File: config.mk
export PLATFORM = sky130hd
export DESIGN_NAME = cc_bus_arbiter_flat
export DESIGN_NICKNAME = d
export VERILOG_FILES = /design/src/rtl/cc_bus_arbiter_pkg.sv /design/src/rtl/cc_bus_arbiter_if.sv /design/src/rtl/cc_rr_priority.sv /design/src/rtl/cc_bus_arbiter.sv /design/src/flat_wrapper.sv
export SDC_FILE = /design/constraint.sdc
export NUM_CORES = 1
export LEC_CHECK = 0
export CAP_MARGIN = 10
export CORE_MARGIN = 3
export CORE_UTILIZATION = 48
export CTS_CLUSTER_DIAMETER = 50
export DETAILED_ROUTE_END_ITERATION = 16
export HOLD_SLACK_MARGIN = 0.06
export PLACE_DENSITY = 0.76
export SKIP_LAST_GASP = 1
export SLEW_MARGIN = 10
export SYNTH_ARGS = -nofsm -noshare
export SYNTH_HDL_FRONTEND = slang
export SYNTH_SLANG_ARGS = --single-unit
File: constraint.sdc
create_clock -name CC_ARB_CLOCK_50 -period 3.3 [get_ports CC_ARB_CLOCK_50]
set_input_delay 0.66 -clock CC_ARB_CLOCK_50 [delete_from_list [all_inputs] [get_ports CC_ARB_CLOCK_50]]
set_output_delay 0.66 -clock CC_ARB_CLOCK_50 [all_outputs]
set_load 0.02 [all_outputs]
File: src/rtl/cc_bus_arbiter_pkg.sv
// -----------------------------------------------------------------------------
// cc_bus_arbiter_pkg
// Shared definitions for the round-robin bus arbiter:
//   - cc_arb_state_t : arbiter FSM state encoding (IDLE=0, GRANTED=1)
//   - CC_SEL_W       : default selection width
//   - CC_N           : default requester count (2**CC_SEL_W)
//   - CC_MAX_HOLD    : default maximum tenure in cycles (timeout build only)
// -----------------------------------------------------------------------------
package cc_bus_arbiter_pkg;

    localparam int CC_SEL_W    = 3;
    localparam int CC_N        = 2 ** CC_SEL_W;
    localparam int CC_MAX_HOLD = 16;

    typedef enum logic {
        ST_IDLE    = 1'b0,
        ST_GRANTED = 1'b1
    } cc_arb_state_t;

endpackage : cc_bus_arbiter_pkg

File: src/rtl/cc_bus_arbiter_if.sv
// -----------------------------------------------------------------------------
// cc_bus_arbiter_if
// Request/grant bundle between the requesters and the arbiter.
//   CC_ARB_request_InBUS    [N]  level-held request per requester
//   CC_ARB_release_InBUS    [N]  one-cycle release pulse per requester
//   CC_ARB_grant_OutBUS     [N]  registered one-hot grant
//   CC_ARB_selection_OutBUS [W]  registered owner index (datapath mux select)
//   CC_ARB_busy_Out              high while a grant is active
//   CC_ARB_timeout_Out           one-cycle pulse on forced release
// Modports:
//   master : requester side (drives request/release, observes grant)
//   slave  : arbiter side   (observes request/release, drives grant)
// -----------------------------------------------------------------------------
interface cc_bus_arbiter_if
    import cc_bus_arbiter_pkg::*;
#(
    parameter int DATAWIDTH_MUX_SELECTION = CC_SEL_W
);
    localparam int N = 2 ** DATAWIDTH_MUX_SELECTION;

    logic [N-1:0]                       CC_ARB_request_InBUS;
    logic [N-1:0]                       CC_ARB_release_InBUS;
    logic [N-1:0]                       CC_ARB_grant_OutBUS;
    logic [DATAWIDTH_MUX_SELECTION-1:0] CC_ARB_selection_OutBUS;
    logic                               CC_ARB_busy_Out;
    logic                               CC_ARB_timeout_Out;

    modport master (
        output CC_ARB_request_InBUS,
        output CC_ARB_release_InBUS,
        input  CC_ARB_grant_OutBUS,
        input  CC_ARB_selection_OutBUS,
        input  CC_ARB_busy_Out,
        input  CC_ARB_timeout_Out
    );

    modport slave (
        input  CC_ARB_request_InBUS,
        input  CC_ARB_release_InBUS,
        output CC_ARB_grant_OutBUS,
        output CC_ARB_selection_OutBUS,
        output CC_ARB_busy_Out,
        output CC_ARB_timeout_Out
    );

endinterface : cc_bus_arbiter_if

File: src/rtl/cc_rr_priority.sv
// -----------------------------------------------------------------------------
// cc_rr_priority
// Combinational round-robin winner search. Scans upward from last_owner+1,
// wrapping modulo N, so last_owner itself is checked last (lowest priority).
// Ports:
//   request    [N]      in   request vector
//   last_owner [SEL_W]  in   index of the previous owner
//   found               out  at least one request bit is set
//   winner     [SEL_W]  out  index of the chosen requester (last_owner if none)
// -----------------------------------------------------------------------------
module cc_rr_priority
    import cc_bus_arbiter_pkg::*;
#(
    parameter int SEL_W = CC_SEL_W
) (
    input  logic [2**SEL_W-1:0] request,
    input  logic [SEL_W-1:0]    last_owner,
    output logic                found,
    output logic [SEL_W-1:0]    winner
);
    localparam int N = 2 ** SEL_W;

    logic [SEL_W-1:0] idx;

    // Walk from the farthest offset down to the nearest so the closest
    // requester after last_owner is the one left in winner. Offset N wraps
    // to last_owner itself, giving it the lowest priority.
    always_comb begin
        found  = 1'b0;
        winner = last_owner;
        idx    = last_owner;
        for (int i = N; i >= 1; i--) begin
            idx = last_owner + SEL_W'(i);
            if (request[idx]) begin
                found  = 1'b1;
                winner = idx;
            end
        end
    end

endmodule : cc_rr_priority

File: src/rtl/cc_bus_arbiter.sv
// -----------------------------------------------------------------------------
// cc_bus_arbiter
// Round-robin arbiter for N = 2**DATAWIDTH_MUX_SELECTION requesters sharing
// one bus. Two-state FSM (IDLE / GRANTED) with registered one-hot grant and
// owner index; tenure ends on release or request drop by the owner and the
// next owner is granted on the same edge when others are waiting.
//
// Optional build macro CC_BUS_ARBITER_TIMEOUT_EN: adds a hold counter that
// forces the owner off the bus after MAX_HOLD granted cycles and pulses
// CC_ARB_timeout_Out. Without it tenure is unbounded and timeout is tied 0.
//
// Ports:
//   CC_ARB_CLOCK_50     in  system clock, rising edge
//   CC_ARB_RESET_InLow  in  asynchronous active-low reset
//   bus                 cc_bus_arbiter_if.slave (request/release in,
//                       grant/selection/busy/timeout out)
// -----------------------------------------------------------------------------
module cc_bus_arbiter
    import cc_bus_arbiter_pkg::*;
#(
    parameter int DATAWIDTH_MUX_SELECTION = CC_SEL_W,
    parameter int MAX_HOLD                = CC_MAX_HOLD
) (
    input  logic             CC_ARB_CLOCK_50,
    input  logic             CC_ARB_RESET_InLow,
    cc_bus_arbiter_if.slave  bus
);
    localparam int W = DATAWIDTH_MUX_SELECTION;
    localparam int N = 2 ** W;

    cc_arb_state_t state_q, state_next;
    logic [N-1:0]  grant_q, grant_next;
    logic [W-1:0]  sel_q, sel_next;
    logic [W-1:0]  last_owner_q, last_owner_next;
    logic          busy_q, busy_next;

    logic          new_grant;
    logic          tenure_end;
    logic          timeout_hit;
    logic          found;
    logic [W-1:0]  winner;

    function automatic logic [N-1:0] to_onehot(input logic [W-1:0] idx);
        logic [N-1:0] v;
        v      = '0;
        v[idx] = 1'b1;
        return v;
    endfunction

    cc_rr_priority #(
        .SEL_W      (W)
    ) u_rr (
        .request    (bus.CC_ARB_request_InBUS),
        .last_owner (last_owner_q),
        .found      (found),
        .winner     (winner)
    );

    // Next-state and next-output logic. While GRANTED, sel_q always holds the
    // current owner, so it indexes the owner's request/release bits directly;
    // bits of non-owners never reach the tenure decision.
    always_comb begin
        state_next      = state_q;
        grant_next      = grant_q;
        sel_next        = sel_q;
        last_owner_next = last_owner_q;
        busy_next       = busy_q;
        new_grant       = 1'b0;
        tenure_end      = 1'b0;

        case (state_q)
            ST_IDLE: begin
                if (found) begin
                    new_grant = 1'b1;
                end
            end
            ST_GRANTED: begin
                tenure_end = bus.CC_ARB_release_InBUS[sel_q]
                           | ~bus.CC_ARB_request_InBUS[sel_q]
                           | timeout_hit;
                if (tenure_end) begin
                    // The owner is the lowest-priority candidate, so it is
                    // re-chosen only when nobody else is requesting.
                    if (found) begin
                        new_grant = 1'b1;
                    end else begin
                        state_next = ST_IDLE;
                        grant_next = '0;
                        busy_next  = 1'b0;
                    end
                end
            end
            default: begin
                state_next = ST_IDLE;
                grant_next = '0;
                busy_next  = 1'b0;
            end
        endcase

        if (new_grant) begin
            state_next      = ST_GRANTED;
            grant_next      = to_onehot(winner);
            sel_next        = winner;
            last_owner_next = winner;
            busy_next       = 1'b1;
        end
    end

    // last_owner resets to N-1 so the first search starts at index 0.
    always_ff @(posedge CC_ARB_CLOCK_50 or negedge CC_ARB_RESET_InLow) begin
        if (!CC_ARB_RESET_InLow) begin
            state_q      <= ST_IDLE;
            grant_q      <= '0;
            sel_q        <= '0;
            last_owner_q <= W'(N - 1);
            busy_q       <= 1'b0;
        end else begin
            state_q      <= state_next;
            grant_q      <= grant_next;
            sel_q        <= sel_next;
            last_owner_q <= last_owner_next;
            busy_q       <= busy_next;
        end
    end

`ifdef CC_BUS_ARBITER_TIMEOUT_EN
    localparam int HOLD_W = (MAX_HOLD > 1) ? $clog2(MAX_HOLD) : 1;

    logic [HOLD_W-1:0] hold_cnt_q;
    logic              timeout_q;

    // The counter reads k-1 during the k-th granted cycle, so reaching
    // MAX_HOLD-1 means this edge closes the MAX_HOLD-th cycle of tenure.
    assign timeout_hit = (state_q == ST_GRANTED)
                       && (hold_cnt_q == HOLD_W'(MAX_HOLD - 1));

    always_ff @(posedge CC_ARB_CLOCK_50 or negedge CC_ARB_RESET_InLow) begin
        if (!CC_ARB_RESET_InLow) begin
            hold_cnt_q <= '0;
            timeout_q  <= 1'b0;
        end else begin
            timeout_q <= timeout_hit;
            if (new_grant) begin
                hold_cnt_q <= '0;
            end else if (state_q == ST_GRANTED) begin
                hold_cnt_q <= hold_cnt_q + HOLD_W'(1);
            end
        end
    end

    assign bus.CC_ARB_timeout_Out = timeout_q;
`else
    assign timeout_hit            = 1'b0;
    assign bus.CC_ARB_timeout_Out = 1'b0;
`endif

    assign bus.CC_ARB_grant_OutBUS     = grant_q;
    assign bus.CC_ARB_selection_OutBUS = sel_q;
    assign bus.CC_ARB_busy_Out         = busy_q;

endmodule : cc_bus_arbiter

File: src/flat_wrapper.sv
// flat-port wrapper written by rule: the top's interface ports become plain ports
module cc_bus_arbiter_flat import cc_bus_arbiter_pkg::*;
#(
    parameter int DATAWIDTH_MUX_SELECTION = CC_SEL_W,
    parameter int MAX_HOLD                = CC_MAX_HOLD
)
  (CC_ARB_CLOCK_50, CC_ARB_RESET_InLow, bus_CC_ARB_request_InBUS, bus_CC_ARB_release_InBUS, bus_CC_ARB_grant_OutBUS, bus_CC_ARB_selection_OutBUS, bus_CC_ARB_busy_Out, bus_CC_ARB_timeout_Out);
  cc_bus_arbiter_if #(.DATAWIDTH_MUX_SELECTION(DATAWIDTH_MUX_SELECTION)) bus_i ();
  input  logic CC_ARB_CLOCK_50;
  input  logic CC_ARB_RESET_InLow;
  input wire logic [$bits(bus_i.CC_ARB_request_InBUS)-1:0] bus_CC_ARB_request_InBUS;
  input wire logic [$bits(bus_i.CC_ARB_release_InBUS)-1:0] bus_CC_ARB_release_InBUS;
  output wire logic [$bits(bus_i.CC_ARB_grant_OutBUS)-1:0] bus_CC_ARB_grant_OutBUS;
  output wire logic [$bits(bus_i.CC_ARB_selection_OutBUS)-1:0] bus_CC_ARB_selection_OutBUS;
  output wire logic [$bits(bus_i.CC_ARB_busy_Out)-1:0] bus_CC_ARB_busy_Out;
  output wire logic [$bits(bus_i.CC_ARB_timeout_Out)-1:0] bus_CC_ARB_timeout_Out;
  assign bus_i.CC_ARB_request_InBUS = bus_CC_ARB_request_InBUS;
  assign bus_i.CC_ARB_release_InBUS = bus_CC_ARB_release_InBUS;
  assign bus_CC_ARB_grant_OutBUS = bus_i.CC_ARB_grant_OutBUS;
  assign bus_CC_ARB_selection_OutBUS = bus_i.CC_ARB_selection_OutBUS;
  assign bus_CC_ARB_busy_Out = bus_i.CC_ARB_busy_Out;
  assign bus_CC_ARB_timeout_Out = bus_i.CC_ARB_timeout_Out;
  cc_bus_arbiter #(.DATAWIDTH_MUX_SELECTION(DATAWIDTH_MUX_SELECTION), .MAX_HOLD(MAX_HOLD)) u_core (.CC_ARB_CLOCK_50(CC_ARB_CLOCK_50), .CC_ARB_RESET_InLow(CC_ARB_RESET_InLow), .bus(bus_i));
endmodule
==> flow_summary.ini, run 1 <==
[clock_tree]
cts.sinks = 16
path_clk_slew_ps = 60
post_cts_buffers = 0
max-clock-path-buffers = 2
clkLatencyLatePin_ps = 250
cts_made_buffers = 3
cts_max_level = 1
cts_tree = built
root_buffer = clkbuf_8
cts_resized = 0
holdBufCountCts = 0

[place]
port_buffers = 29
place_congestion = 0.9095
dp_hpwl_mm = 3.758

[die]
die_h_um = 66.58
coreArea_um2 = 3442
ios = 31
chipWidth_um = 66.58
dieArea_um2 = 4433
rows = 21
start_util_pct = 51.18

[timing]
fmax_mhz = 317.9
maxSlewViolCount = 0
grt_setup_unrepaired = no
period_minus_slack_ps = 3146
setup_viol = 0
relSlewSlack_pct = 52.96
worst_slew_pin_slew_ps = 703.4
finClkSkew_ps = 1.526
min_period_over_period_pct = 95.33
hold_viol = 0

[logic_synthesis]
synth_edf_count = 0
ys_types = 54
avgSynthCellArea_um2 = 10.07
mappedNetlistArea_um2 = 1762
ys.flop_type = dfrtp_1
synth-seq-cells = 16
async_flop_share_pct = 100.0
ys_warn_count = 0
synth_nets = 195
syn_inst = 175
ys_seq_area_share_pct = 22.94

[cells_and_area]
fill_cells = 271
n_antenna_cell = 0
num-nets-final = 241
drive_gt1_share_pct = 28.18
area_growth_pct = 29.90
fin_util_pct = 66.48

[worst_hold_path]
min_from = u_core.bus.CC_ARB_busy_Out
hold_depth = 1
hold_end = u_core.bus.CC_ARB_busy_Out
min_path_type = register to register

[critical_path]
worst_path_max_delay_cell = clkdlybuf4s50_1
critPathMaxStageDelay_ps = 550
crit_type = primary input to register
rr_startpoint = u_core.last_owner_q[0]
reg2reg_depth = 9
required_ps = 3440
path_max_fanout = 7
worst_setup_path_start_kind = primary input
crit_arrival_ps = 3280
worstSetupStartpoint = bus_CC_ARB_request_InBUS[7]
rrSetupSlack_ps = 150
path_cells = clkdlybuf4s50_1, mux2_4, mux4_2, o21bai_4, a2111oi_2, and4b_4, and2_4, a32o_1
timing.rr.end = u_core.bus.CC_ARB_grant_OutBUS[5]
end_kind = register

[run_status]
status = completed

[drt]
detail_route.first_pass.iterations = 4
wl_met2_mm = 2.508
viasPerCell = 6.372
wl_per_cell_um = 18.68
drc = 0
drt-initial-drc-count = 151
num_vias = 1695
routed_wirelength_mm = 4.970
wl_met1_mm = 2.034
ant_nets = 0
route.met3.wl_um = 393
top_layer = met4

[grt]
grt_pass1_wl_mm = 8.121
grt_util_all_layers_pct = 23.61
antenna_found_initial = 0
grt_start_max_net_pins = 27
grt_remaining_overflow = 0
grt_pass1_vias = 1671

[run]
max-cap-violations = 0
-- worst max-delay path: cells and delay by family --
kind	cells	cell delay (ps)
AOI/OAI and AO/OA	3	820
buffers and inverters	1	550
muxes	2	810
and+or+nand+nor	2	430
-- synth_stat cells, drive strengths merged, types with 2 or more instances --
cell type,instances,area [um2]
nand2,14,52.55
dfrtp,13,325.3
a21oi,9,48.80
ha,2,25.02
mux2i,10,100.1
xnor2,4,35.03
a21o,2,15.01
a2111oi,2,23.77
a32o,8,80.08
inv,11,41.29
a211oi,5,42.54
clkbuf,3,11.26
a221oi,3,32.53
nor2,9,33.78
o211ai,6,45.04
a221o,2,20.02
o32a,3,30.03
mux4,14,315.3
a31oi,2,12.51
nor3,3,15.01
dfstp,3,78.83
o22ai,3,18.77
xor2,2,17.52
mux2,7,90.08
a41o,2,20.02
nor2b,3,21.27
o21ai,3,15.01
buf,11,62.55
and2,3,21.27
-- worst max-delay path by stage --
stage | endpoint | cells after the start
after floorplan | u_core.bus.CC_ARB_grant_OutBUS[1] | 11
after global placement | u_core.bus.CC_ARB_grant_OutBUS[5] | 8
after detailed placement | u_core.bus.CC_ARB_grant_OutBUS[5] | 8
after CTS | u_core.bus.CC_ARB_grant_OutBUS[5] | 8
after global routing | u_core.bus.CC_ARB_grant_OutBUS[7] | 9
final | u_core.bus.CC_ARB_grant_OutBUS[5] | 8
-- final cells by class --
type,instances,area [um2],area share (%)
multi-input cells,134,1245,54.40
repair buffers,55,485.5,21.21
flip-flops and latches,16,404.1,17.66
well taps,46,57.56,2.515
clock buffers,4,55.05,2.406
inverters,11,41.29,1.804
-- logic make-up (layout without fill, tap and decap cells) --
family	Yosys count	in the layout	share of synthesized area, %
mux	31	31	28.69
buf+inv	25	70	6.534
other cells	1	1	0.2129
simple gates	38	38	10.72
compound gates	56	56	26.49
flops	16	16	22.94
xor+xnor	6	6	2.983
fa+ha+maj	2	2	1.420
-- placed cells by master, fill, tap and decap left out, types with 2 or more instances in the layout --
cell,instances
o211ai_1,6
mux2_4,3
xnor2_1,4
clkbuf_8,4
nor2b_1,2
mux2_2,3
a221o_1,2
xor2_1,2
dfrtp_1,13
a31oi_1,2
nor2_1,9
a41o_1,2
and2_1,2
mux4_2,14
o22ai_1,3
o32a_1,3
buf_4,26
a32o_1,8
clkdlybuf4s50_1,29
dfstp_2,3
mux2i_1,10
a21oi_1,8
a211oi_1,4
a21o_1,2
inv_1,11
nand2_1,14
o21ai_0,2
nor3_1,3
a221oi_1,2
-- per-layer routing --
layer	global-route usage (%)	vias to the layer above
met5	0	-
met2	40.10	80
met4	5.330	0
met1	30.76	824
met3	4.890	6
li1	-	785
-- state kept, by name, indices dropped and copies added, names as in the netlist --
register and flops:
u_core.bus.CC_ARB_selection_OutBUS 3, u_core.bus.CC_ARB_busy_Out 1, u_core.bus.CC_ARB_grant_OutBUS 8, u_core.state_q 1, u_core.last_owner_q 3
-- stage by stage --
step	hold slack, ps	worst slack [ps]	area, um2	TNS, ps	cells
after floorplan	364.4	49.80	1763	0	175
after global placement	467.1	-24.25	2231	-91.03	262
after detailed placement	469.2	-103.0	2231	-486.1	262
after CTS	479.9	106.0	2286	0	266
after global routing	513.0	16.11	2288	0	266
final	474.2	154.0	2288	0	266
Power of run 1 is not shown: default switching activity piles up to over one toggle a cycle in this logic, so the estimate is an artifact.
==> run 2, diff against run 1 <==
ABC_CLOCK_PERIOD_IN_PS = 3300   (was default)
CORE_MARGIN = default   (was 3)
==> flow_summary.ini, run 2 (synthesized netlist as in run 1, its figures left out) <==
[run_status]
status = completed

[timing]
hold_viol = 0
setup_viol = 0
grt_setup_unrepaired = no
relSlewSlack_pct = 53.41
period_minus_slack_ps = 3106
fmax_mhz = 321.9
maxSlewViolCount = 0
worst_slew_pin_slew_ps = 696.7
fin_ws_ps = 193.8
finClkSkew_ps = 14.62
min_period_over_period_pct = 94.13

[die]
coreArea_um2 = 3416
start_util_pct = 51.58
ios = 31
chipWidth_um = 62.58
dieArea_um2 = 3916
rows = 21
die_h_um = 62.58

[cells_and_area]
area_growth_pct = 30.40
largest_register_ffs = 8
seqCellArea_um2 = 404.1
final_cell_mix = 29 x clkdlybuf4s50_1, 29 x buf_4, 14 x mux4_2, 14 x nand2_1, 13 x dfrtp_1
multi_input_area_um2 = 1249
drive_gt1_share_pct = 29.46
num-nets-final = 245
fill_cells = 277
n_antenna_cell = 0
layout.cells.non_filler = 270

[grt]
grt_start_max_net_pins = 27
grt_pass1_wl_mm = 8.452
antenna_found_initial = 0
grt_remaining_overflow = 0
grt_pass1_vias = 1679
grt_util_all_layers_pct = 27.74

[worst_hold_path]
hold_depth = 1
min_path_type = register to register
min_from = u_core.bus.CC_ARB_busy_Out
hold_end = u_core.bus.CC_ARB_busy_Out

[critical_path]
path_max_fanout = 8
rrSetupSlack_ps = 230
worst_setup_path_start_kind = primary input
worst_path_max_delay_cell = clkdlybuf4s50_1
path_cells = clkdlybuf4s50_1, mux2_4, mux4_2, o21bai_4, a2111oi_2, and4b_4, and2_4, a32o_1
end_kind = register
reg2reg_depth = 8
worstSetupStartpoint = bus_CC_ARB_request_InBUS[6]
crit_arrival_ps = 3290
critPathMaxStageDelay_ps = 570
required_ps = 3490
rr_startpoint = u_core.last_owner_q[0]
timing.rr.end = u_core.bus.CC_ARB_grant_OutBUS[3]
crit_type = primary input to register

[drt]
num_vias = 1733
wl_per_cell_um = 18.51
viasPerCell = 6.419
ant_nets = 0
routed_wirelength_mm = 4.999
drt-initial-drc-count = 131
detail_route.first_pass.iterations = 4
drc = 0

[place]
place_inst = 266
place_congestion = 0.9490
pre_cts_ws_ps = -117.9
dp_hpwl_mm = 3.949
port_buffers = 29

[clock_tree]
cts_resized = 0
holdBufCountCts = 0
cts_tree = built
cts_made_buffers = 3
max-clock-path-buffers = 2
path_clk_slew_ps = 100
root_buffer = clkbuf_4
cts.sinks = 16
clkLatencyLatePin_ps = 290
post_cts_buffers = 0
cts_max_level = 1

[run]
max-cap-violations = 0
## run 2: changes by cell type in the layout (fill, tap and decap cells not counted)
cell,before,now
a21boi_1,1,0
clkbuf_4,0,3
buf_6,0,1
clkbuf_8,4,0
a21boi_2,0,1
buf_4,26,29
clkbuf_1,0,1
## run 2: worst max-delay path, delay by kind of cell
kind                   cells  cell delay (ps)
muxes                      2              820
buffers and inverters      1              570
AOI/OAI and AO/OA          3              810
and+or+nand+nor            2              420
## run 2: cell type report
cell class                 instances  area share, %
sequential                        16          17.59
clock buffer                       4          1.144
timing repair buffer              59          22.60
tap                               46          2.505
inverter                          11          1.797
multi-input combinational        134          54.36
## run 2: how the worst max path moves through the flow
| stage | endpoint | slack, ps | cells past startpoint |
|---|---|---|---|
| 6_report | u_core.bus.CC_ARB_grant_OutBUS[3] | 190 | 8 |
| 5_1_grt | u_core.bus.CC_ARB_grant_OutBUS[4] | 60 | 10 |
| 4_1_cts | u_core.bus.CC_ARB_grant_OutBUS[4] | 80 | 10 |
| 3_5_place_dp | u_core.bus.CC_ARB_grant_OutBUS[3] | -120 | 8 |
| 3_3_place_gp | u_core.bus.CC_ARB_grant_OutBUS[3] | -8 | 8 |
| 2_1_floorplan | u_core.bus.CC_ARB_grant_OutBUS[1] | 50 | 11 |
## run 2: metal layers
layer	wire length (um)	global-route usage (%)
met2	2423	44.84
met4	167	10.17
met3	287	4.380
met1	2121	37.46
met5	0	0
## run 2: metrics by stage
stage	hold slack (ps)	cell area [um2]	TNS, ps	util (%)
finish	485.9	2297	0	67.25
global route	507.1	2297	0	67.25
CTS	489.3	2287	0	66.96
detailed placement	469.9	2261	-528.1	66.19
global placement	463.1	2261	-28.55	66.19
floorplan	364.4	1763	0	-
Power of run 2 is left out for the same reason.
